==> config.mk <==
export PLATFORM = sky130hd
export DESIGN_NAME = inst_fetch
export DESIGN_NICKNAME = d
export VERILOG_FILES = /design/src/rtl/inst_fetch.sv
export SDC_FILE = /design/constraint.sdc
export NUM_CORES = 1
export LEC_CHECK = 0
export BUFFER_PORTS_ARGS = -buffer_cell sky130_fd_sc_hd__buf_2
export CAP_MARGIN = 20
export CORE_MARGIN = 4
export CORE_UTILIZATION = 50
export CTS_CLUSTER_SIZE = 10
export DETAILED_ROUTE_END_ITERATION = 12
export PLACE_DENSITY = 0.9
export SETUP_SLACK_MARGIN = 0.2
export SLEW_MARGIN = 10
export SYNTH_ARGS = -nofsm -noshare
export SYNTH_HDL_FRONTEND = slang
export SYNTH_SLANG_ARGS = --single-unit
==> constraint.sdc <==
create_clock -name clk -period 3.95 [get_ports clk]
set_input_delay 0.1975 -clock clk [delete_from_list [all_inputs] [get_ports clk]]
set_output_delay 0.1975 -clock clk [all_outputs]
set_load 0.02 [all_outputs]
==> src/rtl/inst_fetch.sv <==
// inst_fetch: single-issue instruction fetch front end.
//   Keeps the next sequential PC and the PC of the request whose data is
//   returning from a registered-read instruction memory (1-cycle latency).
//   A downstream stall replays the in-flight address so the output holds
//   steady. A redirect overrides everything and squashes the wrong-path
//   instruction that is currently on the outputs.
// Ports:
//   clk, reset      clock; asynchronous active-high reset
//   imem_addr       issue address to instruction memory
//   imem_inst       memory data for the previous cycle's imem_addr
//   redirect_valid  taken branch/jump this cycle
//   redirect_pc     redirect target; bits [1:0] are ignored
//   stall           downstream cannot take out_* this cycle
//   out_valid       out_pc/out_inst hold a valid instruction
//   out_pc          address of out_inst
//   out_inst        instruction word (pass-through of imem_inst)
//   fetch_count     number of accepted instructions, wraps mod 2^32
module inst_fetch #(
  parameter logic [31:0] RESET_PC = 32'h0000_0000
) (
  input  logic        clk,
  input  logic        reset,
  output logic [31:0] imem_addr,
  input  logic [31:0] imem_inst,
  input  logic        redirect_valid,
  input  logic [31:0] redirect_pc,
  input  logic        stall,
  output logic        out_valid,
  output logic [31:0] out_pc,
  output logic [31:0] out_inst,
  output logic [31:0] fetch_count
);

  // Response-side state: address whose data is on imem_inst this cycle.
  typedef struct packed {
    logic        vld;
    logic [31:0] pc;
  } resp_t;

  resp_t       resp_q, resp_d;
  logic [31:0] fetch_pc_q, fetch_pc_d;
  logic [31:0] count_q, count_d;
  logic [31:0] issue_pc;
  logic        accept;

  // Issue priority: redirect, then replay on stall, then sequential.
  // Holding reset forces RESET_PC so the memory sees the restart address
  // even if a redirect happens to be asserted while in reset.
  always_comb begin
    issue_pc = fetch_pc_q;
    if (reset)
      issue_pc = RESET_PC;
    else if (redirect_valid)
      issue_pc = {redirect_pc[31:2], 2'b00};
    else if (stall && resp_q.vld)
      issue_pc = resp_q.pc;
  end

  assign imem_addr = issue_pc;

  // Anything on the outputs during a redirect is wrong-path.
  assign out_valid = resp_q.vld && !redirect_valid;
  assign out_pc    = resp_q.pc;
  assign out_inst  = imem_inst;
  assign accept    = out_valid && !stall;

  always_comb begin
    resp_d.vld = 1'b1;
    resp_d.pc  = issue_pc;
    fetch_pc_d = issue_pc + 32'd4;   // wraps naturally at 2^32
    count_d    = accept ? count_q + 32'd1 : count_q;
  end

  always_ff @(posedge clk or posedge reset) begin
    if (reset) begin
      resp_q     <= '{vld: 1'b0, pc: RESET_PC};
      fetch_pc_q <= RESET_PC;
      count_q    <= '0;
    end else begin
      resp_q     <= resp_d;
      fetch_pc_q <= fetch_pc_d;
      count_q    <= count_d;
    end
  end

  assign fetch_count = count_q;

endmodule

=== Word-level counts from Yosys, hierarchy flattened ===
Index checks and enable logic that the tools add are counted.

* $add $sub $neg: 2
* Mux-type cells: 3
* Reductions and logical operators: 5

{| class="wikitable"
|+ Operators with widths
! operator !! number
|-
| 32-bit two-way mux || 3
|-
| 32-bit by 1-bit adder with 32-bit output (second input constant) || 1
|-
| 32-bit by 3-bit adder with 32-bit output (second input constant) || 1
|-
| 1-bit logical AND || 3
|-
| 1-bit logical NOT || 2
|}

* Register bits: 97
* Input port bits: 68
* Output and inout bits: 129

=== Depth between registers and ports, before layout ===
* Depth after elaboration: 5
* Depth in mapped cells: 13

=== Worst setup path before layout ===
No wires, ideal clock.

* Kind: input to register
* Start point: input port reset
* End point: register fetch_pc_q[14]
* Library setup time: 143 ps
* Arrival time: 4,490 ps
* Required time: 3,807 ps
* Path slack: -683 ps
* Cell stages on the path: 11
* Buffers on the path: 1
* Path through: inv_1 -> o2111ai_1 -> inv_1 -> ha_1 -> inv_1 -> nor4_1 -> and4_1 -> buf_2 -> nand2_1 -> a2111oi_4 -> xor2_1

* Word-level cells in the longest chain between the ends: 2

{| class="wikitable"
|+ RTL lines
! what !! RTL line !! RTL
|-
| from (decl) || 22 || <nowiki>input logic reset,</nowiki>
|-
| 32-bit two-way mux || 51 || <nowiki>if (reset)</nowiki>
|-
| via imem_addr[2] || 23 || <nowiki>output logic [31:0] imem_addr,</nowiki>
|-
| 32-bit by 3-bit adder with 32-bit output || 70 || <nowiki>fetch_pc_d = issue_pc + 32'd4;</nowiki>
|-
| via fetch_pc_d[14] || 41 || <nowiki>logic [31:0] fetch_pc_q, fetch_pc_d;</nowiki>
|-
| to (signal assigned) || 81 || <nowiki>fetch_pc_q <= fetch_pc_d;</nowiki>
|-
| to (decl) || 41 ||
|}

The timed path passes the listed nets, and every way through them passes these cells.
A chain may end at the register's enable or synchronous reset.

=== Worst setup path in the final report ===
* Start point: register resp_q[32] (netlist name)
* End point: register fetch_pc_q[24]

* Word-level cells in the longest chain between the ends: 5

{| class="wikitable"
|+ RTL lines
! what !! RTL line !! RTL
|-
| from (decl) || 40 || <nowiki>resp_t resp_q, resp_d;</nowiki>
|-
| from (signal assigned) || 76 || <nowiki>resp_q <= '{vld: 1'b0, pc: RESET_PC};</nowiki>
|-
| from (signal assigned) || 80 || <nowiki>resp_q <= resp_d;</nowiki>
|-
| 1-bit logical AND || 55 || <nowiki>else if (stall && resp_q.vld)</nowiki>
|-
| 32-bit two-way mux || 55 ||
|-
| 32-bit two-way mux || 53 || <nowiki>else if (redirect_valid)</nowiki>
|-
| 32-bit two-way mux || 51 ||
|-
| 32-bit by 3-bit adder with 32-bit output || 70 ||
|-
| via fetch_pc_d[24] || 41 ||
|}

The timed path passes the listed nets, and every way through them passes these cells.

==> flow_summary.html <==
<table>
<tr><th>Metric</th><th>Value</th></tr>
<tr><th colspan="2">Outcome</th></tr>
<tr><td>Status</td><td>finished, final reports clean</td></tr>
<tr><th colspan="2">Pwr</th></tr>
<tr><td>Worst ir drop on vdd</td><td>approximately 0.00028 V</td></tr>
<tr><td>Static Leakage</td><td>between 2 and 3 nW</td></tr>
<tr><td>Power per unit of standard cell area</td><td>between 300 and 400 nW/um^2</td></tr>
<tr><th colspan="2">Run</th></tr>
<tr><td>Max-capacitance violation count</td><td>0</td></tr>
<tr><th colspan="2">CTS</th></tr>
<tr><td>CTS tree</td><td>built</td></tr>
<tr><td>H-tree level count</td><td>3</td></tr>
<tr><td>Number of sinks driven by the clock tree</td><td>95</td></tr>
<tr><td>Clock network latency to the later pin of the worst-skew pair</td><td>370 ps</td></tr>
<tr><td>Post-CTS repair timing setup buffer count</td><td>0</td></tr>
<tr><td>Clock slew at the register clock pins of the worst setup and hold paths</td><td>approximately 90 ps</td></tr>
<tr><td>Clock root cell</td><td>sky130_fd_sc_hd__clkbuf_8</td></tr>
<tr><td>Number of buffers on the longest clock path</td><td>2</td></tr>
<tr><td>Num CTS Buffers</td><td>9</td></tr>
<tr><th colspan="2">Cells and area</th></tr>
<tr><td>Fraction of final layout cells with drive strength greater than 1</td><td>30.33%</td></tr>
<tr><td>Commonest non-fill, non-tap cell in the layout</td><td>sky130_fd_sc_hd__buf_2</td></tr>
<tr><td>Fill cell instance count of the final layout</td><td>~920</td></tr>
<tr><td>N_diodes</td><td>0</td></tr>
<tr><td>Count of nets after finishing</td><td>around 670</td></tr>
<tr><td>Signed area change from the synthesized netlist to the final layout</td><td>8.718%</td></tr>
<tr><td>Post-layout instance count excluding filler cells</td><td>736</td></tr>
<tr><td>Highest-count cells in the layout ignoring fill and taps</td><td>sky130_fd_sc_hd__buf_2, sky130_fd_sc_hd__dfrtp_1, sky130_fd_sc_hd__nand2_1, sky130_fd_sc_hd__xnor2_1, sky130_fd_sc_hd__nor2_1</td></tr>
<tr><th colspan="2">Critical path</th></tr>
<tr><td>Largest driver fanout on the critical path</td><td>30</td></tr>
<tr><td>Logic depth of the worst register-to-register path</td><td>11</td></tr>
<tr><td>Crit path launch type</td><td>flip-flop</td></tr>
<tr><td>RR Endpoint</td><td>fetch_pc_q[24]</td></tr>
<tr><td>Capturing element of the worst setup path</td><td>fetch_pc_q[24]</td></tr>
<tr><td>Critical path start-end classification</td><td>reg2reg</td></tr>
<tr><td>CP Launch Point</td><td>resp_q[32]</td></tr>
<tr><td>Critical path arrival</td><td>3340 ps</td></tr>
<tr><td>Category of the worst setup path capture point</td><td>flip-flop</td></tr>
<tr><td>Slack of the worst reg-to-reg path</td><td>880 ps</td></tr>
<tr><td>Worst endpoint required time</td><td>roughly 4200 ps</td></tr>
<tr><td>Reg-to-Reg Start</td><td>resp_q[32]</td></tr>
<tr><th colspan="2">Timing</th></tr>
<tr><td>Count of endpoints failing hold in the final timing report</td><td>0</td></tr>
<tr><td>Final setup vio count</td><td>0</td></tr>
<tr><td>Slew @ Worst Pin</td><td>between 700 and 800 ps</td></tr>
<tr><td>Clock skew</td><td>~18 ps</td></tr>
<tr><td>TNS Setup</td><td>0 ps</td></tr>
<tr><td>Max Clk Rate</td><td>between 300 and 400 MHz</td></tr>
<tr><td>Max-slew headroom at the worst pin</td><td>between 50% and 60%</td></tr>
<tr><td>Count of final max-slew check failures</td><td>0</td></tr>
<tr><td>Min cycle time layout</td><td>3070 ps</td></tr>
<tr><td>RSZ-0062 raised after global routing</td><td>false</td></tr>
<tr><td>Post-route fraction of the period consumed by the critical path</td><td>77.72%</td></tr>
<tr><th colspan="2">Routing</th></tr>
<tr><td>Vias per Instance</td><td>5.819</td></tr>
<tr><td>Routed len/inst</td><td>19.05 um</td></tr>
<tr><td>Drt initial violations</td><td>343</td></tr>
<tr><td>Detailed-router iteration count before antenna repair</td><td>4</td></tr>
<tr><td>Vias after detailed routing</td><td>4283</td></tr>
<tr><td>Number of design rule violations left after detail routing</td><td>0</td></tr>
<tr><td>Routed Wire Length</td><td>approximately 14000 um</td></tr>
<tr><td>Number of nets with antenna violations after detailed routing</td><td>0</td></tr>
<tr><th colspan="2">Logic synthesis</th></tr>
<tr><td>Main synth FF type</td><td>sky130_fd_sc_hd__dfrtp_1</td></tr>
<tr><td>Synthesized flop and latch total</td><td>95</td></tr>
<tr><td>Post-synthesis cell count</td><td>535</td></tr>
<tr><td>Post-synth net total</td><td>605</td></tr>
<tr><td>Unique cell type count in the Yosys netlist</td><td>a little under 60</td></tr>
<tr><td>Post-Synthesis Mean Instance Area</td><td>~10 sq um</td></tr>
<tr><td>Cell Area, Synth</td><td>between 5000 and 6000 sq um</td></tr>
<tr><td>FFs w/ async S/R, synth</td><td>100.0%</td></tr>
<tr><td>Seq/Total Area, Yosys</td><td>a little over two fifths</td></tr>
<tr><td>Count of flip-flops with a built-in enable after synthesis</td><td>0</td></tr>
<tr><td>Yosys warning total</td><td>0</td></tr>
<tr><th colspan="2">Die</th></tr>
<tr><td>Die Footprint</td><td>roughly 13000 sq um</td></tr>
<tr><td>Core region area</td><td>roughly 10000 sq um</td></tr>
<tr><td>Initial standard-cell utilization of the core</td><td>a little over half</td></tr>
<tr><td>Number of placement rows</td><td>37</td></tr>
<tr><td>Top-level port count</td><td>197</td></tr>
<tr><td>Die Width</td><td>approximately 110 um</td></tr>
<tr><td>Height of the die</td><td>112.4 um</td></tr>
<tr><th colspan="2">Placed design</th></tr>
<tr><td>Hpwl dp</td><td>slightly above 10000 um</td></tr>
<tr><td>Cell Count Post-Placement</td><td>719</td></tr>
<tr><td># port buffers</td><td>130</td></tr>
<tr><td>Placer's final routability congestion estimate</td><td>between 0.8 and 0.9</td></tr>
<tr><th colspan="2">Global route</th></tr>
<tr><td>Overall overflow remaining after global route</td><td>0</td></tr>
<tr><td>Antenna violations before repair</td><td>0</td></tr>
<tr><td>Largest net degree at the start of global routing</td><td>60</td></tr>
<tr><td>Wire length of the first global-routing pass</td><td>approximately 23000 um</td></tr>
<tr><td>All-layer global routing usage</td><td>22.26%</td></tr>
<tr><td>Number of global-route vias before repair</td><td>4468</td></tr>
<tr><th colspan="2">Hold path</th></tr>
<tr><td>Class of the tightest hold or removal check</td><td>in2reg</td></tr>
</table>
cells by family after synthesis:
| kind of cell | synth area share (%) |
|---|---|
| compound gates | 11.20 |
| xor+xnor | 9.475 |
| fa+ha+maj | 0.4587 |
| buf+inv | 12.75 |
| flops | 43.59 |
| mux | 1.147 |
| other cells | 0.06876 |
| simple gates | 21.31 |
per-layer routing:
layer	GRT usage, %	vias up	share of wire (%)	routed length, um
met3	6.199	41	8.7	1214
met5	0	-	0	0
met4	8.814	0	3.0	418
met2	38.74	193	51	7111
li1	-	1924	-	-
met1	25.95	2125	38	5274
cell usage after synthesis, drive strengths merged (10+ instances only):
master / count / share of area, %
nor2b: 13 / 1.5
and2: 16 / 1.8
a311oi: 12 / 2.4
nor2: 31 / 2.1
and3: 10 / 1.1
xor2: 20 / 3.2
inv: 11 / 0.76
xnor2: 39 / 6.3
a211oi: 12 / 1.7
nand2: 49 / 3.5
dfrtp: 95 / 44
buf: 88 / 12
nor4: 10 / 2.0
nand3: 25 / 2.4
nand4: 19 / 2.3
report_power, final:
part | internal, W | total (W) | switching [W]
clock network | 0.000360 | 0.000717 | 0.000357
logic | 0.000147 | 0.000430 | 0.000284
registers | 0.00104 | 0.00110 | 0.0000594
cell type report:
class                           instances  area, sq um  share of cell area [%]
Timing Repair Buffer                  141        735.7                   12.41
Clock buffer                           10        127.6                   2.152
Clock inverter                          6        92.59                   1.562
Inverter                               11        45.04                  0.7597
Multi-Input combinational cell        337         2381                   40.16
Tap cell                              136        170.2                   2.870
Sequential cell                        95         2377                   40.09
state kept, by name (all words and copies together) (netlist names):
signal / count
fetch_pc_q: 32
fetch_count: 32
resp_q: 1
out_pc: 30
through the flow:
step	instance area, sq um	utilization (%)	power, W	hold WS (ps)	setup slack, ps
CTS	5929	56.67	0.002263	111.4	908.0
floorplan	5458	-	0.001467	307.0	532.1
finish	5929	56.67	0.002247	123.6	879.9
detailed placement	5699	54.47	0.001546	310.5	721.3
global route	5929	56.67	0.002348	120.1	642.1
global placement	5699	54.47	0.001524	303.7	848.7
worst max-delay path, stage by stage (launching register included):
cell,delay [ps]
sky130_fd_sc_hd__dfrtp_1,370
sky130_fd_sc_hd__buf_4,330
sky130_fd_sc_hd__a211o_1,180
sky130_fd_sc_hd__o2111ai_1,150
sky130_fd_sc_hd__inv_1,160
sky130_fd_sc_hd__ha_1,170
sky130_fd_sc_hd__inv_1,60
sky130_fd_sc_hd__nor4_1,380
sky130_fd_sc_hd__and4_1,410
sky130_fd_sc_hd__nand4_1,290
sky130_fd_sc_hd__nor4_2,250
sky130_fd_sc_hd__xor2_1,220
how the worst min path moves through the flow:
| stage | end | depth (start not counted) | from | slack, ps |
|---|---|---|---|---|
| final | fetch_pc_q[2] | 2 | redirect_pc[2] | 120 |
| after global routing | fetch_pc_q[2] | 2 | redirect_pc[2] | 120 |
| after CTS | fetch_pc_q[2] | 2 | redirect_pc[2] | 110 |
| after detailed placement | fetch_pc_q[2] | 2 | reset | 310 |
| after global placement | fetch_pc_q[2] | 2 | reset | 300 |
| after floorplan | out_pc[11] | 1 | reset | 310 |
repair_timing:
action / CTS / global route
setup endpoints to repair: 0 / 0
resized for setup: 0 / 0
hold endpoints to repair: 1 / 0
hold buffers: 1 / 0
(Power assumes the default switching activity.)
